[config.mk]
export PLATFORM = sky130hd
export DESIGN_NAME = qpl_trans_sched
export DESIGN_NICKNAME = d
export VERILOG_FILES = /design/src/rtl/qpl_sched_pkg.sv /design/src/rtl/qpl_sched_chan.sv /design/src/rtl/qpl_trans_sched.sv
export SDC_FILE = /design/constraint.sdc
export NUM_CORES = 1
export LEC_CHECK = 0
export CAP_MARGIN = 30
export CORE_AREA = 2 2 288 290
export CTS_CLUSTER_DIAMETER = 50
export CTS_CLUSTER_SIZE = 30
export DETAILED_ROUTE_END_ITERATION = 10
export DIE_AREA = 0 0 290 292
export HOLD_SLACK_MARGIN = 0.06
export PLACE_DENSITY = 0.49
export SYNTH_ARGS = -nofsm -noshare
export SYNTH_HDL_FRONTEND = slang
export SYNTH_SLANG_ARGS = --single-unit
[constraint.sdc]
create_clock -name i_clk -period 21.3 [get_ports i_clk]
set_input_delay 6.39 -clock i_clk [delete_from_list [all_inputs] [get_ports i_clk]]
set_output_delay 6.39 -clock i_clk [all_outputs]
set_load 0.02 [all_outputs]
[src/rtl/qpl_sched_pkg.sv]
// Shared types and helpers for the qpl_trans_sched session sequencer.
package qpl_sched_pkg;

    typedef enum logic [1:0] {IDLE, KEY, KWAIT, ACTIVE} chan_state_e;
    typedef enum logic [1:0] {RUN, QUIESCE, GRANT, REKEY} glob_state_e;

    localparam int STAT_W = 16;

    // Width of the settle counter; it must hold KEY_LAT-1.
    function automatic int key_cnt_w(input int key_lat);
        return (key_lat > 2) ? $clog2(key_lat) : 1;
    endfunction

endpackage

[src/rtl/qpl_sched_chan.sv]
// One channel: session FSM, key latch, in-flight shift register and access issue register.
// QPL_SCHED_STATS_EN adds a per-channel saturating accepted-access counter.
module qpl_sched_chan
    import qpl_sched_pkg::*;
#(
    parameter int BLOCK_W = 8,
    parameter int VADDR_W = 16,
    parameter int KEY_LAT = 2,
    parameter int ACC_LAT = 1
) (
    input  logic               clk,
    input  logic               rst,
    input  logic               run_ok,
    input  logic               glob_run,
    input  logic               rekey_go,
    input  logic               open_vld,
    input  logic [BLOCK_W-1:0] open_key,
    input  logic               close,
    input  logic               acc_vld,
    input  logic               base_en,
    input  logic               aux_en,
    input  logic [VADDR_W-1:0] base_vaddr_in,
    input  logic [VADDR_W-1:0] aux_vaddr_in,
    output logic               open_rdy,
    output logic               sess_vld,
    output logic               acc_rdy,
    output logic               key_en,
    output logic [BLOCK_W-1:0] key,
    output logic               base_vld,
    output logic               aux_vld,
    output logic [VADDR_W-1:0] base_vaddr,
    output logic [VADDR_W-1:0] aux_vaddr,
    output logic               busy,
    output logic               loading
`ifdef QPL_SCHED_STATS_EN
    ,
    input  logic               stat_clr,
    output logic [STAT_W-1:0]  acc_cnt
`endif
);

    localparam int CNT_W  = key_cnt_w(KEY_LAT);
    localparam int FLT_D  = ACC_LAT + 1;

    chan_state_e        state;
    logic [CNT_W-1:0]   cnt;
    logic [BLOCK_W-1:0] key_q;
    logic               rebind;
    logic [FLT_D-1:0]   flight;
    logic               open_acc;
    logic               fire;

    // A pending rebind blocks new accesses so the in-flight register can drain.
    assign open_rdy = run_ok && ((state == IDLE) || (state == ACTIVE && !rebind));
    assign open_acc = open_vld && open_rdy && !close;
    assign acc_rdy  = run_ok && (state == ACTIVE) && !rebind && !open_vld;
    assign fire     = acc_vld && acc_rdy;

    assign key_en   = (state == KEY);
    assign key      = key_q;
    assign sess_vld = (state == ACTIVE);
    assign loading  = (state == KEY) || (state == KWAIT);
    assign busy     = loading || (|flight);

    // NOTE: all state uses non-blocking assignments so every channel and the
    // global FSM see the same pre-edge values regardless of evaluation order.
    always_ff @(posedge clk or posedge rst) begin
        if (rst) begin
            state  <= IDLE;
            cnt    <= '0;
            key_q  <= '0;
            rebind <= 1'b0;
        end else if (close) begin
            state  <= IDLE;
            cnt    <= '0;
            key_q  <= '0;
            rebind <= 1'b0;
        end else begin
            case (state)
                IDLE: begin
                    if (open_acc) begin
                        key_q <= open_key;
                        state <= KEY;
                    end
                end
                KEY: begin
                    cnt   <= CNT_W'(KEY_LAT - 1);
                    state <= (KEY_LAT == 1) ? ACTIVE : KWAIT;
                end
                KWAIT: begin
                    cnt <= cnt - CNT_W'(1);
                    if (cnt == CNT_W'(1)) state <= ACTIVE;
                end
                ACTIVE: begin
                    if (open_acc) begin
                        key_q  <= open_key;
                        rebind <= 1'b1;
                    end else if (rekey_go) begin
                        state  <= KEY;
                        rebind <= 1'b0;
                    end else if (rebind && glob_run && (flight == '0)) begin
                        state  <= KEY;
                        rebind <= 1'b0;
                    end
                end
                default: state <= IDLE;
            endcase
        end
    end

    always_ff @(posedge clk or posedge rst) begin
        if (rst) flight <= '0;
        else     flight <= (flight << 1) | FLT_D'(fire);
    end

    // NOTE: the address registers are reset too, so every transactor-facing
    // output reads 0 while reset is asserted.
    always_ff @(posedge clk or posedge rst) begin
        if (rst) begin
            base_vld   <= 1'b0;
            aux_vld    <= 1'b0;
            base_vaddr <= '0;
            aux_vaddr  <= '0;
        end else begin
            base_vld <= fire && base_en;
            aux_vld  <= fire && aux_en;
            if (fire) begin
                base_vaddr <= base_vaddr_in;
                aux_vaddr  <= aux_vaddr_in;
            end
        end
    end

`ifdef QPL_SCHED_STATS_EN
    always_ff @(posedge clk or posedge rst) begin
        if (rst)                                    acc_cnt <= '0;
        else if (stat_clr || open_acc)              acc_cnt <= '0;
        else if (fire && (acc_cnt != {STAT_W{1'b1}})) acc_cnt <= acc_cnt + STAT_W'(1);
    end
`endif

endmodule

[src/rtl/qpl_trans_sched.sv]
// Per-channel session sequencer in front of qpl_transactor with scb-rewrite quiesce/rekey.
// Optional QPL_SCHED_STATS_EN adds o_acc_cnt and i_stat_clr.
module qpl_trans_sched
    import qpl_sched_pkg::*;
#(
    parameter  int CHANS   = 8,
    parameter  int BLOCK_D = 256,
    parameter  int WORD_W  = 8,
    parameter  int KEY_LAT = 2,
    parameter  int ACC_LAT = 1,
    localparam int BLOCK_W = $clog2(BLOCK_D),
    localparam int VADDR_W = BLOCK_W + WORD_W
) (
    input  logic                       i_clk,
    input  logic                       i_rst,
    input  logic [CHANS-1:0]           i_open_vld,
    input  logic [CHANS*BLOCK_W-1:0]   i_open_key,
    output logic [CHANS-1:0]           o_open_rdy,
    input  logic [CHANS-1:0]           i_close,
    output logic [CHANS-1:0]           o_sess_vld,
    input  logic [CHANS-1:0]           i_acc_vld,
    input  logic [CHANS-1:0]           i_acc_base_en,
    input  logic [CHANS-1:0]           i_acc_aux_en,
    input  logic [CHANS*VADDR_W-1:0]   i_acc_base_vaddr,
    input  logic [CHANS*VADDR_W-1:0]   i_acc_aux_vaddr,
    output logic [CHANS-1:0]           o_acc_rdy,
    output logic [CHANS-1:0]           o_key_en,
    output logic [CHANS*BLOCK_W-1:0]   o_key,
    output logic [CHANS-1:0]           o_base_vld,
    output logic [CHANS-1:0]           o_aux_vld,
    output logic [CHANS*VADDR_W-1:0]   o_base_vaddr,
    output logic [CHANS*VADDR_W-1:0]   o_aux_vaddr,
    input  logic                       i_scb_upd_req,
    output logic                       o_scb_upd_gnt,
    input  logic                       i_scb_upd_done
`ifdef QPL_SCHED_STATS_EN
    ,
    output logic [CHANS*STAT_W-1:0]    o_acc_cnt,
    input  logic                       i_stat_clr
`endif
);

    glob_state_e      gstate;
    logic [CHANS-1:0] busy;
    logic [CHANS-1:0] loading;
    logic             run_ok;
    logic             glob_run;
    logic             rekey_go;

    // New work is refused in the same cycle the allocator raises its request.
    assign glob_run = (gstate == RUN);
    assign run_ok   = glob_run && !i_scb_upd_req;
    assign rekey_go = (gstate == GRANT) && i_scb_upd_done;

    for (genvar c = 0; c < CHANS; c++) begin : g_chan
        qpl_sched_chan #(
            .BLOCK_W (BLOCK_W),
            .VADDR_W (VADDR_W),
            .KEY_LAT (KEY_LAT),
            .ACC_LAT (ACC_LAT)
        ) u_chan (
            .clk           (i_clk),
            .rst           (i_rst),
            .run_ok        (run_ok),
            .glob_run      (glob_run),
            .rekey_go      (rekey_go),
            .open_vld      (i_open_vld[c]),
            .open_key      (i_open_key[c*BLOCK_W +: BLOCK_W]),
            .close         (i_close[c]),
            .acc_vld       (i_acc_vld[c]),
            .base_en       (i_acc_base_en[c]),
            .aux_en        (i_acc_aux_en[c]),
            .base_vaddr_in (i_acc_base_vaddr[c*VADDR_W +: VADDR_W]),
            .aux_vaddr_in  (i_acc_aux_vaddr[c*VADDR_W +: VADDR_W]),
            .open_rdy      (o_open_rdy[c]),
            .sess_vld      (o_sess_vld[c]),
            .acc_rdy       (o_acc_rdy[c]),
            .key_en        (o_key_en[c]),
            .key           (o_key[c*BLOCK_W +: BLOCK_W]),
            .base_vld      (o_base_vld[c]),
            .aux_vld       (o_aux_vld[c]),
            .base_vaddr    (o_base_vaddr[c*VADDR_W +: VADDR_W]),
            .aux_vaddr     (o_aux_vaddr[c*VADDR_W +: VADDR_W]),
            .busy          (busy[c]),
            .loading       (loading[c])
`ifdef QPL_SCHED_STATS_EN
            ,
            .stat_clr      (i_stat_clr),
            .acc_cnt       (o_acc_cnt[c*STAT_W +: STAT_W])
`endif
        );
    end

    always_ff @(posedge i_clk or posedge i_rst) begin
        if (i_rst) begin
            gstate        <= RUN;
            o_scb_upd_gnt <= 1'b0;
        end else begin
            case (gstate)
                RUN: begin
                    if (i_scb_upd_req) gstate <= QUIESCE;
                end
                QUIESCE: begin
                    if (!i_scb_upd_req) begin
                        gstate <= RUN;
                    end else if (busy == '0) begin
                        gstate        <= GRANT;
                        o_scb_upd_gnt <= 1'b1;
                    end
                end
                GRANT: begin
                    if (i_scb_upd_done) begin
                        gstate        <= REKEY;
                        o_scb_upd_gnt <= 1'b0;
                    end
                end
                REKEY: begin
                    // Channels re-entered KEY on the GRANT exit edge; wait for all loads.
                    if (loading == '0) gstate <= RUN;
                end
                default: gstate <= RUN;
            endcase
        end
    end

endmodule

Word-level counts from Yosys, hierarchy flattened

Index checks and enable logic that the tools add are counted.

Register bits after elaboration: 387
Word-level logic and storage cells: 550

Add/subtract/negate cells: 8
Equal/unequal tests: 65
Muxes and demuxes: 146
Bitwise gates (word level): 8
Reductions and logical operators: 249

Operators with widths:

| cell                  | number |
|---|---|
| $mux W8               | 24 |
| $mux W2               | 53 |
| $logic_and A1 B1 Y1   | 98 |
| $pmux W2 S4           | 9 |
| $mux W1               | 51 |
| $reduce_bool A2 Y1    | 25 |
| $ne A3 B2 Y1 const B  | 16 |
| $reduce_and A4 Y1     | 10 |
| $eq A2 B2 Y1 const B  | 18 |
| $logic_not A2 Y1      | 17 |
| $reduce_and A2 Y1     | 16 |
| $reduce_bool A4 Y1    | 8 |
| $reduce_or A2 Y1      | 16 |
| $ne A4 B4 Y1 const B  | 7 |
| $ne A3 B3 Y1 const B  | 9 |
| $logic_not A1 Y1      | 25 |
| $logic_or A1 B1 Y1    | 24 |
| $reduce_bool A3 Y1    | 8 |
| $eq A2 B1 Y1 const B  | 9 |
| $pmux W1 S2           | 9 |
| $logic_not A8 Y1      | 2 |
| $or A2 B1 Y2          | 8 |
| $ne A2 B2 Y1 const B  | 5 |
| $sub A1 B1 Y1 const B | 8 |
| $ne A4 B3 Y1 const B  | 1 |

Logic depth before layout (Yosys ltp)

Depth after elaboration: 9
Depth in mapped cells: 7
Depth with buffers taken out: 7

Cells and area by module

From an unflattened synthesis, not the netlist that was laid out.

Cell total of the unflattened synthesis: 1111
Area total of the unflattened synthesis: 17027.6 µm²

By module, submodules not included:

| module          | times used | cells an instance | area an instance (µm²) |
|---|---|---|---|
| qpl_sched_chan  | 8          | 136               | 2098.3 |
| qpl_trans_sched | 1          | 23                | 241.5 |

Least setup slack after synthesis

OpenSTA, ideal clock, no wires.

Kind: input to output
From: input port i_scb_upd_req
To: output port o_open_rdy[0]
Data arrival time: 7.307 ns
Data required time: 14.910 ns
Path slack: 7.603 ns
Stages: 5
Cell sequence: or3_1 buf_6 buf_2 nor2_1 buf_4

Word-level cells in the longest chain between the ends: 3

RTL lines:

| element             | RTL line              | source |
|---|---|---|
| start: declaration  | qpl_trans_sched.sv:33 | `input logic i_scb_upd_req,` |
| $logic_not A1 Y1    | n/a                   |  |
| $logic_and A1 B1 Y1 | qpl_trans_sched.sv:52 | `assign run_ok = glob_run && !i_scb_upd_req;` |
| $logic_and A1 B1 Y1 | qpl_sched_chan.sv:54  | `assign open_rdy = run_ok && ((state == IDLE) \|\| (state == ACTIVE && !rebind));` |
| end: declaration    | qpl_trans_sched.sv:18 | `output logic [CHANS-1:0] o_open_rdy,` |

Every way passes these cells.

Worst setup path in the final report

From: input port i_scb_upd_req
To: output port o_acc_rdy[5]

Word-level cells in the longest chain between the ends: 5

RTL lines:

| element                          | RTL line              | source |
|---|---|---|
| $logic_not A1 Y1                 | n/a                   |  |
| $logic_and A1 B1 Y1              | qpl_trans_sched.sv:52 |  |
| $logic_and A1 B1 Y1 (3 in a row) | qpl_sched_chan.sv:56  | `assign acc_rdy = run_ok && (state == ACTIVE) && !rebind && !open_vld;` |
| end: declaration                 | qpl_trans_sched.sv:26 | `output logic [CHANS-1:0] o_acc_rdy,` |

Every way passes these cells.

==> flow_summary_export.csv <==
group,metric,value,unit
synthesis,synthCells,1125,
clock_tree,cts_tree,"done",
sta,skew,27.2,ps
global_routing,antenna_found_initial,6,
drt,drc,0,
synthesis,synth_edf_count,0,
synthesis,synth_fp_nets,1521,
sta,fmax,64.8,MHz
clock_tree,cts_made_buffers,68,
global_routing,grt_pass1_wl,88000,um
sta,rsz0062_at_grt,"false",
worst_setup_path,crit_arrival,9040,ps
drt,vias_per_cell,4.02,
synthesis,synth_area_per_cell,14.2,um^2
drt,wl,59700,um
die,core-area,81600,um^2
power,cellLeakagePower,12.1,nW
sta,setup_violations,0,
hold_path,hold_start,"g_chan[2].u_chan.flight[0]$_DFF_PP0_",
synthesis,synth-seq-cells,387,
sta,holdWs,404,ps
drt,drtPass1Iterations,4,
clock_tree,htree_levels,3,
global_routing,globalRouteOverflowTotal,0,
cells_and_area,final_common_cell,"clkdlybuf4s50_1",
synthesis,yosys_warnings,0,
worst_setup_path,reg2reg_depth,4,
die,initial_core_util,0.196,
sta,tightest_slew,973,ps
worst_setup_path,crit_required,14910,ps
outcome,status,"completed",
synthesis,synth_top_area_share,0.606,
worst_setup_path,cp_max_fo,17,
drt,vias,12000,
sta,hold_viol_final,0,
sta,min_period,15430,ps
drt,drtIter0Drc,429,
power,irDropWorstVdd,0.0512,mV
clock_tree,path_clk_slew,50,ps
worst_setup_path,r2r_end,"g_chan[5].u_chan.aux_vaddr[1]$_DFFE_PP0P_",
sta,fin_crit_sh,0.725,
clock_tree,cts_setup_buffers,0,
place,placed_area,24100,um^2
synthesis,netlist_area,16000,um^2
cells_and_area,final_nets,2249,
clock_tree,max-clock-path-buffers,3,
place,gp_congestion,0.790,
hold_path,hold_class,"register to register",
worst_setup_path,r2r_slack,17890,ps
worst_setup_path,worstSetupStartpoint,"i_scb_upd_req",
clock_tree,cts_sinks,387,
die,die-height,292,um
die,row_count,105,
place,io_buffers,732,
power,p_per_area,109,nW/um^2
power,total_power,2.89,mW
die,dieWidth,290,um
sta,slew_headroom,0.349,
cells_and_area,final_layout_size_suffix_gt1_frac,0.216,
worst_setup_path,crit_path_end_kind,"output port",
clock_tree,ctsHoldBuffers,0,
synthesis,ys_async_sr_fraction,1.00,
sta,setup-tns-final,0,ps
synthesis,yosys.area.top_type,"dfrtp_1",
cells_and_area,area_growth,65.8,%
worst_setup_path,start_kind,"input port",
sta,slew_viol_final,0,
global_routing,grt_use_total,0.139,
drt,wl_per_cell,20.0,um
global_routing,grt_pass1_vias,13200,
job,drv_cap,0,
synthesis,synth_ff_type,"dfrtp_1",
clock_tree,cts_resized,0,
global_routing,grt_max_degree,80,
synthesis,yosysUniqueCellTypes,50,
cells_and_area,fin_area,26500,um^2
clock_tree,clkLatencyLatePin,590,ps
die,die_area,84700,um^2
clock_tree,cts-root-buf,"clkbuf_16",
drt,antenna_left,0,
place,post-dp-hpwl,45500,um
die,io_pins,733,
synthesis,synthTopCellsByArea,"dfrtp_1 (61%), mux2_2 (17%), a22o_1 (2.5%), ha_1 (2.5%), buf_4 (2.3%)",
worst_setup_path,path_class,"input port to output port",
worst_setup_path,cp-endpoint,"o_acc_rdy[5]",
cells_and_area,final_cell_mix,"clkdlybuf4s50_1 (732), dfrtp_1 (387), mux2_2 (247)",
synthesis,yosysSeqAreaShare,0.606,
## power breakdown
group | leakage (nW) | internal, mW | total, mW | switching [mW]
Combinational | 5.61 | 0.410 | 0.832 | 0.422
Clock | 1.13 | 0.694 | 1.11 | 0.417
Sequential | 5.31 | 0.863 | 0.951 | 0.0884
## worst min path at each step
stage,to,slack [ps],cells after the start
floorplan,g_chan[0].u_chan.flight[1]$_DFF_PP0_,370,0
global placement,g_chan[4].u_chan.flight[1]$_DFF_PP0_,390,0
detailed placement,g_chan[2].u_chan.flight[1]$_DFF_PP0_,390,0
CTS,g_chan[5].u_chan.flight[1]$_DFF_PP0_,400,0
global route,g_chan[5].u_chan.flight[1]$_DFF_PP0_,420,0
finish,g_chan[2].u_chan.flight[1]$_DFF_PP0_,400,0
## metrics by stage
step,cells,setup WS [ps],utilization
finish,2980,5870,0.325
global route,2979,5730,0.325
CTS,2975,5750,0.324
detailed placement,2851,5760,0.295
global placement,2850,5770,0.295
floorplan,1125,4150,-
## critical path, cell delays in order
cell,delay (ps)
clkdlybuf4s50_1,550
or3_2,830
nor4_4,530
clkdlybuf4s50_1,730
## cells by family (layout without fill, tap and decap cells)
| group | Yosys count | after routing | share of synthesized area |
|---|---|---|---|
| muxes | 285 | 285 | 0.201 |
| adders and majority gates | 32 | 32 | 0.0251 |
| AOI/OAI and AO/OA | 112 | 112 | 0.0536 |
| buffers and inverters | 125 | 907 | 0.0499 |
| other | 0 | 3 | 0 |
| and+or+nand+nor | 184 | 184 | 0.0647 |
| DFF | 387 | 387 | 0.606 |
## cells in the mapped netlist, types with 2 or more instances
master / count
ha_1: 32
nor3_1: 12
a211oi_1: 11
mux2_4: 9
nor4_1: 7
buf_6: 19
nor2_1: 72
a221oi_1: 3
a21oi_1: 16
mux2_2: 247
a31oi_1: 2
o31ai_1: 3
nor4b_1: 4
mux2i_1: 26
buf_4: 48
a22o_1: 46
nor3b_4: 2
mux2_1: 3
nand2_2: 6
nand2b_1: 7
buf_2: 4
o21bai_1: 5
nand2_1: 23
a32oi_1: 3
and3_1: 19
or4b_1: 4
or3_1: 2
buf_1: 6
nor4_4: 4
a31oi_2: 2
o211ai_1: 6
or2_2: 3
nor2b_1: 8
nor3_2: 4
inv_1: 41
clkbuf_1: 7
o21ai_0: 10
dfrtp_1: 387
## area by class of cell
| cell class | count | area [um^2] |
|---|---|---|
| multi-input cells | 613 | 5510 |
| repair buffers | 742 | 7430 |
| flip-flops and latches | 387 | 9680 |
| fillers | 8086 | 55100 |
| diodes | 3 | 7.51 |
| clock buffers | 85 | 1930 |
| well taps | 1070 | 1340 |
| clock inverters | 39 | 423 |
| inverters | 41 | 161 |
## routing by layer
layer  wire (um)  share of wire  vias up  track usage
met4        1580          0.026        2       0.0488
met1       23600           0.40     5989        0.160
met5          13        0.00022        -            0
met3        4440          0.074       99       0.0467
met2       30100           0.50      483        0.239
li1            -              -     5402            -
## sequential cells by signal, indices dropped and copies added (netlist names), named ones only
name                      flops
g_chan.u_chan.rebind          8
g_chan.u_chan.base_vld        8
g_chan.u_chan.aux_vld         8
g_chan.u_chan.flight         16
g_chan.u_chan.cnt             8
g_chan.u_chan.key            64
g_chan.u_chan.aux_vaddr     128
g_chan.u_chan.base_vaddr    128
g_chan.u_chan.state          16
o_scb_upd_gnt                 1
gstate                        1
No activity file was read; power rests on OpenSTA's default activity.
==> patch 1, RTL diff (same settings) <==
Add a define of `QPL_SCHED_STATS_EN`.
--- a/src/rtl/qpl_sched_chan.sv
+++ b/src/rtl/qpl_sched_chan.sv
@@ -1,5 +1,7 @@
 // One channel: session FSM, key latch, in-flight shift register and access issue register.
 // QPL_SCHED_STATS_EN adds a per-channel saturating accepted-access counter.
+`define QPL_SCHED_STATS_EN
+
 module qpl_sched_chan
     import qpl_sched_pkg::*;
 #(
Ports: changed (added i_stat_clr and o_acc_cnt); port bits go from 733 to 862. The function was not compared with the original's and may differ.
==> patch 1 against the unedited design <==
  * Power grew 6.7%
  * Worst setup slack gained 0.38 ns
  * Sequential cell count grew 128
  * Wire length grew 46%
  * Count of clock-buffer cells in the layout grew 11
  * Non-clock buffer count grew 154
  * Critical path depth grew 2
  * Area after synthesis grew 43%
  * Final area grew 33%
  * First-iteration DRC count grew to 2.6 times the old value
==> patch 1: results <==
metrics = {
    "power": {
        "irDropWorstVdd_v": 0.0000654,
        "switching_share": 0.308,
        "power.leakage_nw": 16.0,
        "seq_power_share": 0.361,
    },
    "detailed_routing": {
        "first_pass_iters": 7,
        "vias_per_inst": 4.64,
        "routedWlPerCell_um": 20.2,
    },
    "yosys": {
        "synth_area_leaders": "sky130_fd_sc_hd__dfrtp_1 56%, sky130_fd_sc_hd__nand2_1 12%, sky130_fd_sc_hd__xnor2_1 3.5%, sky130_fd_sc_hd__nor2_1 3.2%, sky130_fd_sc_hd__ha_1 2.2%",
        "synthTopCellsByCount": "737 x sky130_fd_sc_hd__nand2_1, 515 x sky130_fd_sc_hd__dfrtp_1, 197 x sky130_fd_sc_hd__nor2_1, 91 x sky130_fd_sc_hd__xnor2_1, 60 x sky130_fd_sc_hd__clkbuf_1",
        "synthesis.nets": 2755,
        "ys_seq_area_frac": 0.564,
        "synth_compound_gate_area_share": 0.0618,
    },
    "placement": {
        "dpl.hpwl_um": 66200,
        "globalplace.congestion": 0.851,
    },
    "finish": {
        "storage_cell_area_um2": 12900,
        "fillCellCount": 7845,
        "layout.clock_buffers": 96,
        "multi_input_gates": 1634,
        "final-nonclk-buf-share": 0.257,
    },
    "worst_setup_path": {
        "path_max_fanout": 40,
        "timing.critical_path.slowest_stage_cell": "sky130_fd_sc_hd__clkdlybuf4s50_1",
        "crit_path_max_incr_delay_ns": 0.61,
    },
    "clock_network": {
        "numCtsBuffers": 77,
    },
    "run_status": {
        "run_status": "finished, final reports clean",
    },
    "global_routing": {
        "vias_in_the_first_global_route": 20700,
    },
    "worst_hold_path": {
        "hold_path_startpoint": "g_chan[5].u_chan.flight[0]",
    },
    "sta": {
        "worst_clock_skew_ns": 0.0475,
        "max_slew.worst_pin.slew_ns": 1.02,
    },
}
patch 1: changes by cell type after synthesis, sizes merged, moves of 32 or more:
cell and delta:
clkbuf +53, dfrtp +128, mux2 -224, nand2 +708, nand3 +40, nand4 +32
nor2 +125, nor3 +44, xnor2 +91
patch 1: stage by stage:
stage          setup WS (ns)  cell area (µm²)  power, mW  utilization  hold WS, ns
3_5_place_dp            6.22            32500       1.79        0.398        0.406
2_1_floorplan          0.525            22800       1.46            -        0.368
6_report                6.24            35200       3.09        0.432        0.415
3_3_place_gp            6.20            32300       1.78        0.395        0.407
5_1_grt                 6.10            35200       3.23        0.432        0.440
4_1_cts                 6.21            35200       3.14        0.431        0.419
patch 1: cell families (layout without fill, tap and decap cells):
logic type / count (synthesis) / in the layout
and+or+nand+nor: 1230 / 1230
DFF: 515 / 515
buffers and inverters: 201 / 1100
AOI/OAI and AO/OA: 191 / 191
xor gates and xnor gates: 97 / 97
muxes: 76 / 76
adders and majority gates: 40 / 40
other: 0 / 1
patch 1: path summary, 6_finish.rpt:
kind                                                   to  slack, ns  cells past startpoint
max in group asynchronous  g_chan[4].u_chan.aux_vaddr[11]      12.05                      6
max reg2reg                  g_chan[1].u_chan.acc_cnt[14]      17.76                      9
max                                         o_open_rdy[6]       6.24                      6
min                            g_chan[5].u_chan.flight[1]       0.42                      0
min in group asynchronous    g_chan[2].u_chan.acc_cnt[10]       6.33                      2
min reg2reg                    g_chan[5].u_chan.flight[1]       0.42                      0
patch 1: per-layer routing:
layer | global-route usage | vias to the layer above | share of wire
li1 | - | 9478 | -
met1 | 0.238 | 9787 | 0.40
met2 | 0.355 | 643 | 0.51
met3 | 0.0573 | 129 | 0.070
met4 | 0.0625 | 8 | 0.026
met5 | 0 | - | 0.00056
==> patch 2, RTL diff (same settings) <==
Made on the original files. Add an input register stage for `i_open_key`; this delays it by one clock. The other inputs are not delayed to match.
--- a/src/rtl/qpl_trans_sched.sv
+++ b/src/rtl/qpl_trans_sched.sv
@@ -40,6 +40,12 @@
 `endif
 );
 
+    logic [CHANS*BLOCK_W-1:0] i_open_key_q;
+
+    always_ff @(posedge i_clk) begin
+        i_open_key_q <= i_open_key;
+    end
+
     glob_state_e      gstate;
     logic [CHANS-1:0] busy;
     logic [CHANS-1:0] loading;
@@ -65,7 +71,7 @@
             .glob_run      (glob_run),
             .rekey_go      (rekey_go),
             .open_vld      (i_open_vld[c]),
-            .open_key      (i_open_key[c*BLOCK_W +: BLOCK_W]),
+            .open_key      (i_open_key_q[c*BLOCK_W +: BLOCK_W]),
             .close         (i_close[c]),
             .acc_vld       (i_acc_vld[c]),
             .base_en       (i_acc_base_en[c]),
Behaviour: not the same (a bounded check fails within 4 cycles, from zero or initial values and one cycle with i_rst high).
==> patch 2 against the unedited design <==
  * Power is 18% higher
  * Sequential share of layout area up 2.4 points
  * Sequential cell count is 64 higher
  * Wire length is 2.7% higher
  * Clock skew down 0.0013 ns
  * Utilization increased by 2.0 points
  * Count of clock-buffer cells in the layout increased by 3
  * Area after synthesis rose by 9.0%
  * Worst setup slack improved by 0.20 ns
  * Final area grew 6.1%
  * Highest routed layer unchanged
==> patch 2: results <==
metrics = {
    "sta": {
        "worst_clock_skew_ns": 0.0259,
        "fin_crit_sh": 0.715,
        "timing.slew.headroom": 0.362,
    },
    "worst_hold_path": {
        "hold_path_startpoint": "g_chan[6].u_chan.flight[0]",
        "min_to": "g_chan[6].u_chan.flight[1]",
    },
    "worst_setup_path": {
        "path_max_fanout": 9,
        "reg2reg_slack_ns": 18.16,
        "worstReg2RegEnd": "g_chan[1].u_chan.base_vaddr[5]",
        "worst_reg_to_reg_cells": 5,
        "crit_path_max_incr_delay_ns": 0.68,
    },
    "placement": {
        "globalplace.congestion": 0.830,
        "placed_cells_incl_taps": 2920,
        "dpl.hpwl_um": 46900,
        "dp_worst_setup_slack_ns": 5.95,
    },
    "yosys": {
        "ys_seq_area_frac": 0.630,
        "async_reset_ff_frac": 0.858,
        "synthTopCellsByCount": "387 x sky130_fd_sc_hd__dfrtp_1, 192 x sky130_fd_sc_hd__mux2_2, 67 x sky130_fd_sc_hd__mux2_4, 64 x sky130_fd_sc_hd__dfxtp_1",
        "synth_area_leaders": "sky130_fd_sc_hd__dfrtp_1 56%, sky130_fd_sc_hd__mux2_2 12%, sky130_fd_sc_hd__dfxtp_1 7.4%, sky130_fd_sc_hd__mux2_4 5.8%, sky130_fd_sc_hd__a22o_1 2.4%",
    },
    "clock_network": {
        "numCtsBuffers": 71,
    },
    "detailed_routing": {
        "vias_per_inst": 4.02,
        "drt_wl_total_um": 61300,
        "drt_iter0_drc": 466,
        "routedWlPerCell_um": 20.1,
        "first_pass_iters": 6,
        "met3RoutedLength_um": 3930,
        "met2WireLength_um": 31200,
    },
    "power": {
        "irDropWorstVdd_v": 0.0000664,
        "power.leakage_nw": 12.8,
    },
    "finish": {
        "final_layout_size_suffix_gt1_frac": 0.209,
        "final_nets": 2322,
        "fillCellCount": 7972,
    },
    "global_routing": {
        "grt_max_degree": 130,
        "grt_pass1_wl_um": 90000,
        "grt_usage": 0.142,
        "antenna_violations_before_repair": 5,
        "grt_use_met3": 0.0449,
    },
    "run_status": {
        "run_status": "finished, final reports clean",
    },
}
## patch 2: kinds of logic (layout without fill, tap and decap cells)
family | after synthesis | after routing | synth area share
other | 0 | 2 | 0
muxes | 275 | 275 | 0.191
DFF | 451 | 451 | 0.630
and+or+nand+nor | 172 | 172 | 0.0575
buffers and inverters | 136 | 930 | 0.0453
adders and majority gates | 32 | 32 | 0.0230
AOI/OAI and AO/OA | 125 | 125 | 0.0532
## patch 2: power by group
part / internal, mW / switching (mW) / total, mW
sequential: 1.04 / 0.115 / 1.16
combinational: 0.539 / 0.529 / 1.07
clock: 0.722 / 0.458 / 1.18
## patch 2: area by class of cell
type / count / share of cell area
antenna: 2 / 0.000178
clock buffer: 88 / 0.0680
multi-input combinational: 604 / 0.201
tap: 1070 / 0.0476
inverter: 50 / 0.00694
sequential: 451 / 0.390
timing repair buffer: 748 / 0.267
clock inverter: 44 / 0.0189
## patch 2: critical path, delay by kind of cell
family,cells,cell delay [ns]
simple gates,2,0.89
buf+inv,3,1.54
